**src/rtl/uart_frame_parser.sv**
```systemverilog
// uart_frame_parser
//
// Frames the byte stream coming out of the UART receiver into
//   HDR, CMD, LEN, LEN payload bytes, CSUM
// and publishes each good frame to the control logic.
//
// CSUM is the mod-256 sum of CMD, LEN and the payload bytes. HDR is not
// included in the sum.
//
// The payload memory has two banks. One bank is the committed bank, which
// rd_addr/rd_data read. The other bank is the staging bank, which a frame in
// progress writes. A good checksum swaps the roles of the two banks. This
// means the reader always sees a complete, checked payload.
//
// Ports
//   clk          system clock
//   reset        asynchronous, active-high reset
//   rx_done_tick one-cycle strobe; din is valid in the same cycle
//   din          received byte
//   rd_addr      payload read address into the committed bank
//   rd_data      combinational read of the committed bank at rd_addr
//   frame_valid  one-cycle pulse: a new frame has been committed
//   frame_cmd    command byte of the last committed frame
//   frame_len    payload length of the last committed frame
//   err_csum     one-cycle pulse: checksum mismatch, frame dropped
//   err_len      one-cycle pulse: LEN > MAX_LEN, frame dropped
//   err_timeout  one-cycle pulse: inter-byte timeout, frame dropped
//   busy         high while a frame is in progress (state != IDLE)
//
// Handshake: the receiver side has no back-pressure. Every cycle in which
// rx_done_tick is high delivers exactly one byte on din, and that byte is
// consumed in that same cycle. Only these cycles (and the timeout) move the
// FSM.

module uart_frame_parser #(
    parameter logic [7:0] HDR     = 8'hA5,
    parameter int         MAX_LEN = 8,
    parameter int         AW      = 3,
    parameter int         TIMEOUT = 50000
) (
    input  logic          clk,
    input  logic          reset,
    input  logic          rx_done_tick,
    input  logic [7:0]    din,
    input  logic [AW-1:0] rd_addr,
    output logic [7:0]    rd_data,
    output logic          frame_valid,
    output logic [7:0]    frame_cmd,
    output logic [AW:0]   frame_len,
    output logic          err_csum,
    output logic          err_len,
    output logic          err_timeout,
    output logic          busy
);

    localparam int DEPTH = 1 << AW;
    localparam int TW    = (TIMEOUT > 2) ? $clog2(TIMEOUT) : 1;

    typedef enum logic [2:0] {
        S_IDLE = 3'd0,
        S_CMD  = 3'd1,
        S_LEN  = 3'd2,
        S_DATA = 3'd3,
        S_CSUM = 3'd4
    } state_t;

    state_t state;
    state_t state_next;

    // Frame working registers
    logic [7:0]    cmd_tmp;
    logic [AW:0]   len_tmp;
    logic [7:0]    sum;
    logic [AW-1:0] idx;
    logic [TW-1:0] tcnt;

    // Two payload banks. bank_sel names the committed bank, so the staging
    // bank is always the other one.
    logic [7:0]    bank0 [DEPTH];
    logic [7:0]    bank1 [DEPTH];
    logic          bank_sel;

    // Decision terms shared by the next-state and output logic
    logic len_bad;
    logic last_data;
    logic csum_ok;
    logic timeout_hit;

    // Outputs of the FSM output logic, registered below
    logic commit;
    logic csum_fail;
    logic len_fail;
    logic stage_we;

    assign len_bad   = (din > 8'(MAX_LEN));
    assign last_data = ({1'b0, idx} == (len_tmp - (AW+1)'(1)));
    assign csum_ok   = (din == sum);

    // A byte that arrives in the expiry cycle wins over the timeout.
    assign timeout_hit = (state != S_IDLE) && !rx_done_tick &&
                         (tcnt == TW'(TIMEOUT - 1));

    // ------------------------------------------------------------------
    // FSM: state register
    // ------------------------------------------------------------------
    always_ff @(posedge clk or posedge reset) begin
        if (reset) begin
            state <= S_IDLE;
        end else begin
            state <= state_next;
        end
    end

    // ------------------------------------------------------------------
    // FSM: next-state logic
    // ------------------------------------------------------------------
    always_comb begin
        state_next = state;
        if (timeout_hit) begin
            state_next = S_IDLE;
        end else if (rx_done_tick) begin
            case (state)
                S_IDLE: if (din == HDR) state_next = S_CMD;
                S_CMD:  state_next = S_LEN;
                S_LEN: begin
                    if (len_bad)          state_next = S_IDLE;
                    else if (din == 8'h00) state_next = S_CSUM;
                    else                   state_next = S_DATA;
                end
                S_DATA: if (last_data) state_next = S_CSUM;
                S_CSUM: state_next = S_IDLE;
                default: state_next = S_IDLE;
            endcase
        end
    end

    // ------------------------------------------------------------------
    // FSM: output logic
    // ------------------------------------------------------------------
    always_comb begin
        commit    = 1'b0;
        csum_fail = 1'b0;
        len_fail  = 1'b0;
        stage_we  = 1'b0;
        if (rx_done_tick) begin
            case (state)
                S_LEN:  len_fail = len_bad;
                S_DATA: stage_we = 1'b1;
                S_CSUM: begin
                    commit    = csum_ok;
                    csum_fail = !csum_ok;
                end
                default: ;
            endcase
        end
    end

    assign busy = (state != S_IDLE);

    // ------------------------------------------------------------------
    // Datapath: working registers, timeout counter, registered pulses
    // ------------------------------------------------------------------
    always_ff @(posedge clk or posedge reset) begin
        if (reset) begin
            cmd_tmp     <= 8'h00;
            len_tmp     <= '0;
            sum         <= 8'h00;
            idx         <= '0;
            tcnt        <= '0;
            bank_sel    <= 1'b0;
            frame_cmd   <= 8'h00;
            frame_len   <= '0;
            frame_valid <= 1'b0;
            err_csum    <= 1'b0;
            err_len     <= 1'b0;
            err_timeout <= 1'b0;
        end else begin
            frame_valid <= commit;
            err_csum    <= csum_fail;
            err_len     <= len_fail;
            err_timeout <= timeout_hit;

            // The counter measures the gap since the last byte of a frame.
            // It rests at zero while idle.
            if (state == S_IDLE || rx_done_tick || timeout_hit) begin
                tcnt <= '0;
            end else begin
                tcnt <= tcnt + TW'(1);
            end

            if (rx_done_tick) begin
                case (state)
                    S_CMD: begin
                        cmd_tmp <= din;
                        sum     <= din;
                    end
                    S_LEN: begin
                        if (!len_bad) begin
                            // din <= MAX_LEN <= 2**AW here, so the slice is lossless
                            len_tmp <= din[AW:0];
                            sum     <= sum + din;
                            idx     <= '0;
                        end
                    end
                    S_DATA: begin
                        sum <= sum + din;
                        if (!last_data) idx <= idx + AW'(1);
                    end
                    default: ;
                endcase
            end

            if (commit) begin
                bank_sel  <= ~bank_sel;
                frame_cmd <= cmd_tmp;
                frame_len <= len_tmp;
            end
        end
    end

    // ------------------------------------------------------------------
    // Payload banks. Writes only ever target the staging bank.
    // ------------------------------------------------------------------
    always_ff @(posedge clk or posedge reset) begin
        if (reset) begin
            for (int i = 0; i < DEPTH; i++) begin
                bank0[i] <= 8'h00;
                bank1[i] <= 8'h00;
            end
        end else if (stage_we) begin
            if (bank_sel) bank0[idx] <= din;
            else          bank1[idx] <= din;
        end
    end

    assign rd_data = bank_sel ? bank1[rd_addr] : bank0[rd_addr];

endmodule

```
**config.mk**
```make
export PLATFORM = sky130hd
export DESIGN_NAME = uart_frame_parser
export DESIGN_NICKNAME = d
export VERILOG_FILES = /design/src/rtl/uart_frame_parser.sv
export SDC_FILE = /design/constraint.sdc
export NUM_CORES = 1
export LEC_CHECK = 0
export BUFFER_PORTS_ARGS = -buffer_cell sky130_fd_sc_hd__buf_2
export CAP_MARGIN = 20
export CORE_UTILIZATION = 50
export CTS_CLUSTER_SIZE = 10
export DETAILED_ROUTE_END_ITERATION = 16
export HOLD_SLACK_MARGIN = 0.03
export PLACE_DENSITY = 0.79
export SLEW_MARGIN = 5
export SYNTH_ARGS = -nofsm -noshare
export SYNTH_HDL_FRONTEND = slang
export SYNTH_SLANG_ARGS = --single-unit
export TNS_END_PERCENT = 10
```
**constraint.sdc**
```tcl
create_clock -name clk -period 6.5 [get_ports clk]
set_input_delay 0 -clock clk [delete_from_list [all_inputs] [get_ports clk]]
set_output_delay 0 -clock clk [all_outputs]
set_load 0.02 [all_outputs]
```
## Word-level counts from Yosys, hierarchy flattened

Cells that the tools add are included.

| word-level totals | value |
|---|---|
| logic and storage cells | 105 |
| register bits after elaboration | 187 |
| memory bits (read-only) | 0 |
| memory bits (writable) | 0 |
| latch bits | 0 |
| output and inout port bits | 25 |
| memories kept | 0 |
| input bits | 14 |

| cells by class | value |
|---|---|
| div/mod/pow operators | 0 |
| shift-type cells | 0 |
| magnitude comparators | 4 |
| eq/ne operators | 12 |
| $mul | 0 |
| bitwise logic cells | 4 |
| muxes and demuxes | 32 |
| $add $sub $neg | 4 |
| reduce and logical (&&, ||, !) cells | 20 |

Operators by type and width:

| cell | count |
|---|---|
| bitwise mux 64 bit | 2 |
| two-way mux 8 bit | 7 |
| binary-select mux 8 bit (select 3 bit) | 2 |
| demux 8 bit (select 3 bit) | 1 |
| two-way mux 3 bit | 8 |
| one-hot mux 8 bit (3 select lines) | 1 |
| adder 16 x 1 -> 16 bit, second input constant | 1 |
| equality test 16 bit, second input constant | 1 |
| two-way mux 16 bit | 1 |
| one-hot mux 3 bit (4 select lines) | 1 |
| AND reduction 3 bit | 3 |
| adder 8 bit | 1 |
| equality test 8 bit | 1 |
| equality test 8 bit, second input constant | 1 |
| greater-or-equal comparator 4 bit, second input constant | 2 |
| greater-than comparator 8 x 4 -> 1 bit, second input constant | 1 |
| logical NOT 8 bit | 1 |
| two-way mux 1 bit | 8 |
| NOT 3 -> 4 bit | 2 |
| equality test 3 x 2 -> 1 bit, second input constant | 2 |
| != test 3 bit, second input constant | 2 |
| one-hot mux 3 bit (2 select lines) | 1 |
| AND reduction 2 bit | 3 |
| nonzero test 3 bit | 2 |
| other kinds (14) | 21 |

## Logic depth before layout (Yosys ltp)

| logic depth | value |
|---|---|
| depth after elaboration | 6 |
| depth in mapped cells | 8 |
| depth with buffers taken out | 8 |

## Least setup slack after synthesis

No wires, ideal clock.

| timing path | value |
|---|---|
| kind | register to register |
| start point | register sum[6] |
| end point | register frame_cmd[0] |
| clock period less this slack | 2067 ps |
| slack | 4433 ps |
| setup time | 125 ps |
| cell stages (with the launch flop) | 8 |
| data arrival time | 1942 ps |
| buffers on the path | 1 |
| required time | 6375 ps |
| cell sequence | dfrtp_1 ha_1 nor4_1 nand3_1 nor4_1 nand2b_1 buf_2 mux2_2 |

| between the ends | value |
|---|---|
| cells in the longest elaborated chain, start to end | 3 |

RTL lines:

| element | RTL line | text |
|---|---|---|
| start: declaration | 73 | `logic [7:0] sum;` |
| start signal: assignment | 195 | `sum <= din;` |
| start signal: assignment | 201 | `sum <= sum + din;` |
| start signal: assignment | 206 | `sum <= sum + din;` |
| equality test 8 bit | 97 | `assign csum_ok = (din == sum);` |
| two-way mux 1 bit | 146 | `case (state)` |
| two-way mux 1 bit | 145 | `if (rx_done_tick) begin` |
| end signal: assignment | 215 | `frame_cmd <= cmd_tmp;` |
| end: declaration | 48 | `output logic [7:0] frame_cmd,` |

No other way between the ends.
A chain may end at the register's enable or synchronous reset.

## Final worst setup path

| timing path | value |
|---|---|
| start point | register sum[6] |
| end point | register frame_cmd[5] |

Same word-level chain as after synthesis.

==> summary.txt <==
Status
  • Outcome: completed

Detailed routing
  • Vias/cell: 5.94
  • Pre-antenna DRT Iters: 5
  • Iter 0 DRT Violations: 451
  • Post-route ant nets: 0
  • DRC: 0
  • Routed vias: 5,461
  • DR WL/cell: 20.8 µm
  • Final wirelength: 19,100 µm

Finish
  • Layout cells sized above 1: 40.2%
  • P&R area growth vs syn: 10.8%
  • Nets: 706
  • Ant diodes: 0
  • Most frequent cells in the layout: 187 x dfrtp_1, 145 x mux2_2, 40 x mux4_2
  • Commonest non-fill, non-tap cell in the layout: dfrtp_1

Synthesis
  • Post-synth top area share: 52.3%
  • Synth Cell Area: 0.00895 mm²
  • Register area share after synthesis: 52.3%
  • Synthesized Nets: 681
  • Avg Cell Area, Syn: 13.6 µm²
  • Library cells used by synthesis: 57
  • Ys async rst share: 100%
  • Yosys warns: 0
  • Post-synthesis cell count: 656
  • Primary FF master, synth: dfrtp_1
  • Top cells by area, synth: dfrtp_1 52%, mux2_2 18%, mux4_2 10%
  • Synth area leader: dfrtp_1
  • Yosys reg bits: 187
  • Post-synth EDFFs: 0

STA
  • Tightest Pin Transition: 0.999 ns
  • Fin. Hold Viols: 0
  • Fin crit share: 39.1%
  • Max Slew Vio Count: 0
  • RSZ-0062 raised after global routing: false
  • Setup_tns: 0 ns
  • Min Clock Period, post-route: 2.54 ns
  • Highest clock rate: 394 MHz
  • Rel. slew slack: 32.9%
  • Clk_skew: 0.0102 ns
  • Endpoints failing setup: 0

Floorplanning
  • Rows: 48
  • # IOs: 39
  • Starting density of the core: 51.4%
  • Die area: 0.0184 mm²
  • Die Y: 136 µm
  • Die W: 136 µm
  • Core footprint: 0.0174 mm²

Worst setup path
  • Worst setup endpoint: frame_cmd[5]
  • Cell chain of the critical path: ha_1 -> nor4_1 -> nand3_1 -> nor4_1 -> nand2b_1 -> mux2_2
  • CP max stage delay: 0.47 ns
  • Worst Path Max Fanout: 14
  • Worst r2r dst: frame_cmd[5]
  • Critical Path Most Common Cell: nor4_1
  • Critical path startpoint category: flip-flop
  • Worst r2r path cells: 6
  • Reg2reg start: sum[6]
  • Setup crit end kind: flip-flop
  • Crit path arrival time: 2.86 ns
  • Critical path required time: 6.82 ns
  • Critical path's slowest cell: nand2b_1
  • Critical path origin: sum[6]
  • Reg-to-reg slack, setup: 3.96 ns
  • Kind of critical path: reg2reg

Run
  • Maxcap violations: 0

Power and ir drop
  • Power Dens Cells: 311 mW/mm²
  • Maximum vdd ir drop: 220 µV
  • Total power: 3.08 mW
  • Leak: 4.64 nW

GRT
  • Gr usage total: 23.1%
  • Antenna violations before repair: 0
  • Vias in the first global route: 5,820
  • Largest net degree at the start of global routing: 110
  • First-pass GRT wire length: 31,700 µm
  • Gr ovfl total: 0

Clocking
  • Post-CTS Setup Repair Bufs: 0
  • CTS tree: built
  • Max Root-Sink Buffers: 2
  • Clock sink count: 187
  • CTS buffer count: 17
  • CTS clk-pin slew, worst paths: 0.07 ns
  • Root buf cell: clkbuf_16
  • Htree depth: 4
  • Clock Latency Late Sink: 0.44 ns

Hold path
  • Hold WC Path Type: in2reg

Placed design
  • Placer Congestion: 0.835
  • Port Buffer Count: 38
  • HPWL Detailed: 12,500 µm
==> flip-flops by register name (all words and copies together), names as in the netlist <==
register and flops:
err_timeout 1, tcnt 16, frame_valid 1, sum 8, frame_len 4, state 3
frame_cmd 8, cmd_tmp 8, len_tmp 4, bank_sel 1, bank1 64, err_csum 1
err_len 1, bank0 64, idx 3
==> where the power goes <==
group,internal (mW),switching [mW],total (mW)
logic,0.278,0.319,0.597
registers,1.32,0.121,1.44
clock network,0.551,0.497,1.05
total,2.14,0.938,3.08
==> final cells by class <==
| cell class | count | area (µm²) |
|---|---|---|
| fill | 1370 | 7500 |
| sequential | 187 | 4680 |
| timing repair buffer | 45 | 255 |
| clock inverter | 15 | 175 |
| multi-input combinational | 414 | 4040 |
| tap | 225 | 282 |
| inverter | 16 | 65.1 |
| clock buffer | 17 | 425 |
==> stage by stage <==
step / worst slack [ns] / std cells / instance area [µm²] / hold WS (ns) / util (%)
final: 3.96 / 919 / 9920 / 0.0521 / 56.9
after global routing: 3.76 / 919 / 9920 / 0.0699 / 56.9
after CTS: 3.96 / 919 / 9920 / 0.0452 / 56.9
after detailed placement: 3.98 / 882 / 9270 / 0.279 / 53.2
after global placement: 4.08 / 882 / 9270 / 0.259 / 53.2
after floorplan: 1.41 / 656 / 8950 / 0.274 / -
==> logic make-up (layout without fill, tap and decap cells) <==
| group | Yosys count | in the layout | synth area share [%] |
|---|---|---|---|
| AOI/OAI and AO/OA | 52 | 52 | 4.00 |
| xor gates and xnor gates | 19 | 19 | 1.86 |
| adders and majority gates | 11 | 11 | 1.62 |
| buffers and inverters | 55 | 93 | 2.63 |
| DFF | 187 | 187 | 52.3 |
| muxes | 190 | 190 | 28.9 |
| and+or+nand+nor | 142 | 142 | 8.71 |
==> what timing repair did <==
| item | 4_1_cts | 5_1_grt |
|---|---|---|
| hold buffers | 5 | 0 |
| gates resized for setup | 0 | 0 |
| hold endpoints to repair | 115 | 0 |
==> worst max-delay path: cells and delay by family, from the launching register on <==
family | cells | cell delay [ns]
fa+ha+maj | 1 | 0.36
flops | 1 | 0.39
mux | 1 | 0.42
simple gates | 4 | 1.25
==> cell usage after synthesis, types with 10 or more instances <==
library cell	number
buf_2	11
o21ai_0	15
clkbuf_1	23
inv_1	16
xnor2_1	13
mux2_2	145
nor2_1	36
nor3_1	13
mux4_2	40
ha_1	10
nand2_1	30
dfrtp_1	187
==> how the worst min path moves through the flow <==
stage | end | start | slack (ns) | cells past startpoint
after detailed placement | bank0[26] | reset | 0.28 | 2
after global placement | bank0[43] | reset | 0.26 | 2
after CTS | len_tmp[0] | din[0] | 0.05 | 3
final | len_tmp[0] | din[0] | 0.05 | 3
after floorplan | err_csum | din[7] | 0.27 | 4
after global routing | sum[0] | din[0] | 0.07 | 3
==> routing by layer <==
metal,vias to the layer above,part of all wire (%),GRT usage (%),wire (µm)
met2,118,49,37.4,9380
met1,2871,45,31.2,8640
li1,2435,-,-,-
met4,0,2.0,7.49,376
met3,37,3.6,4.60,689
met5,-,0,0,0
Power figures use the tool's default switching activity.
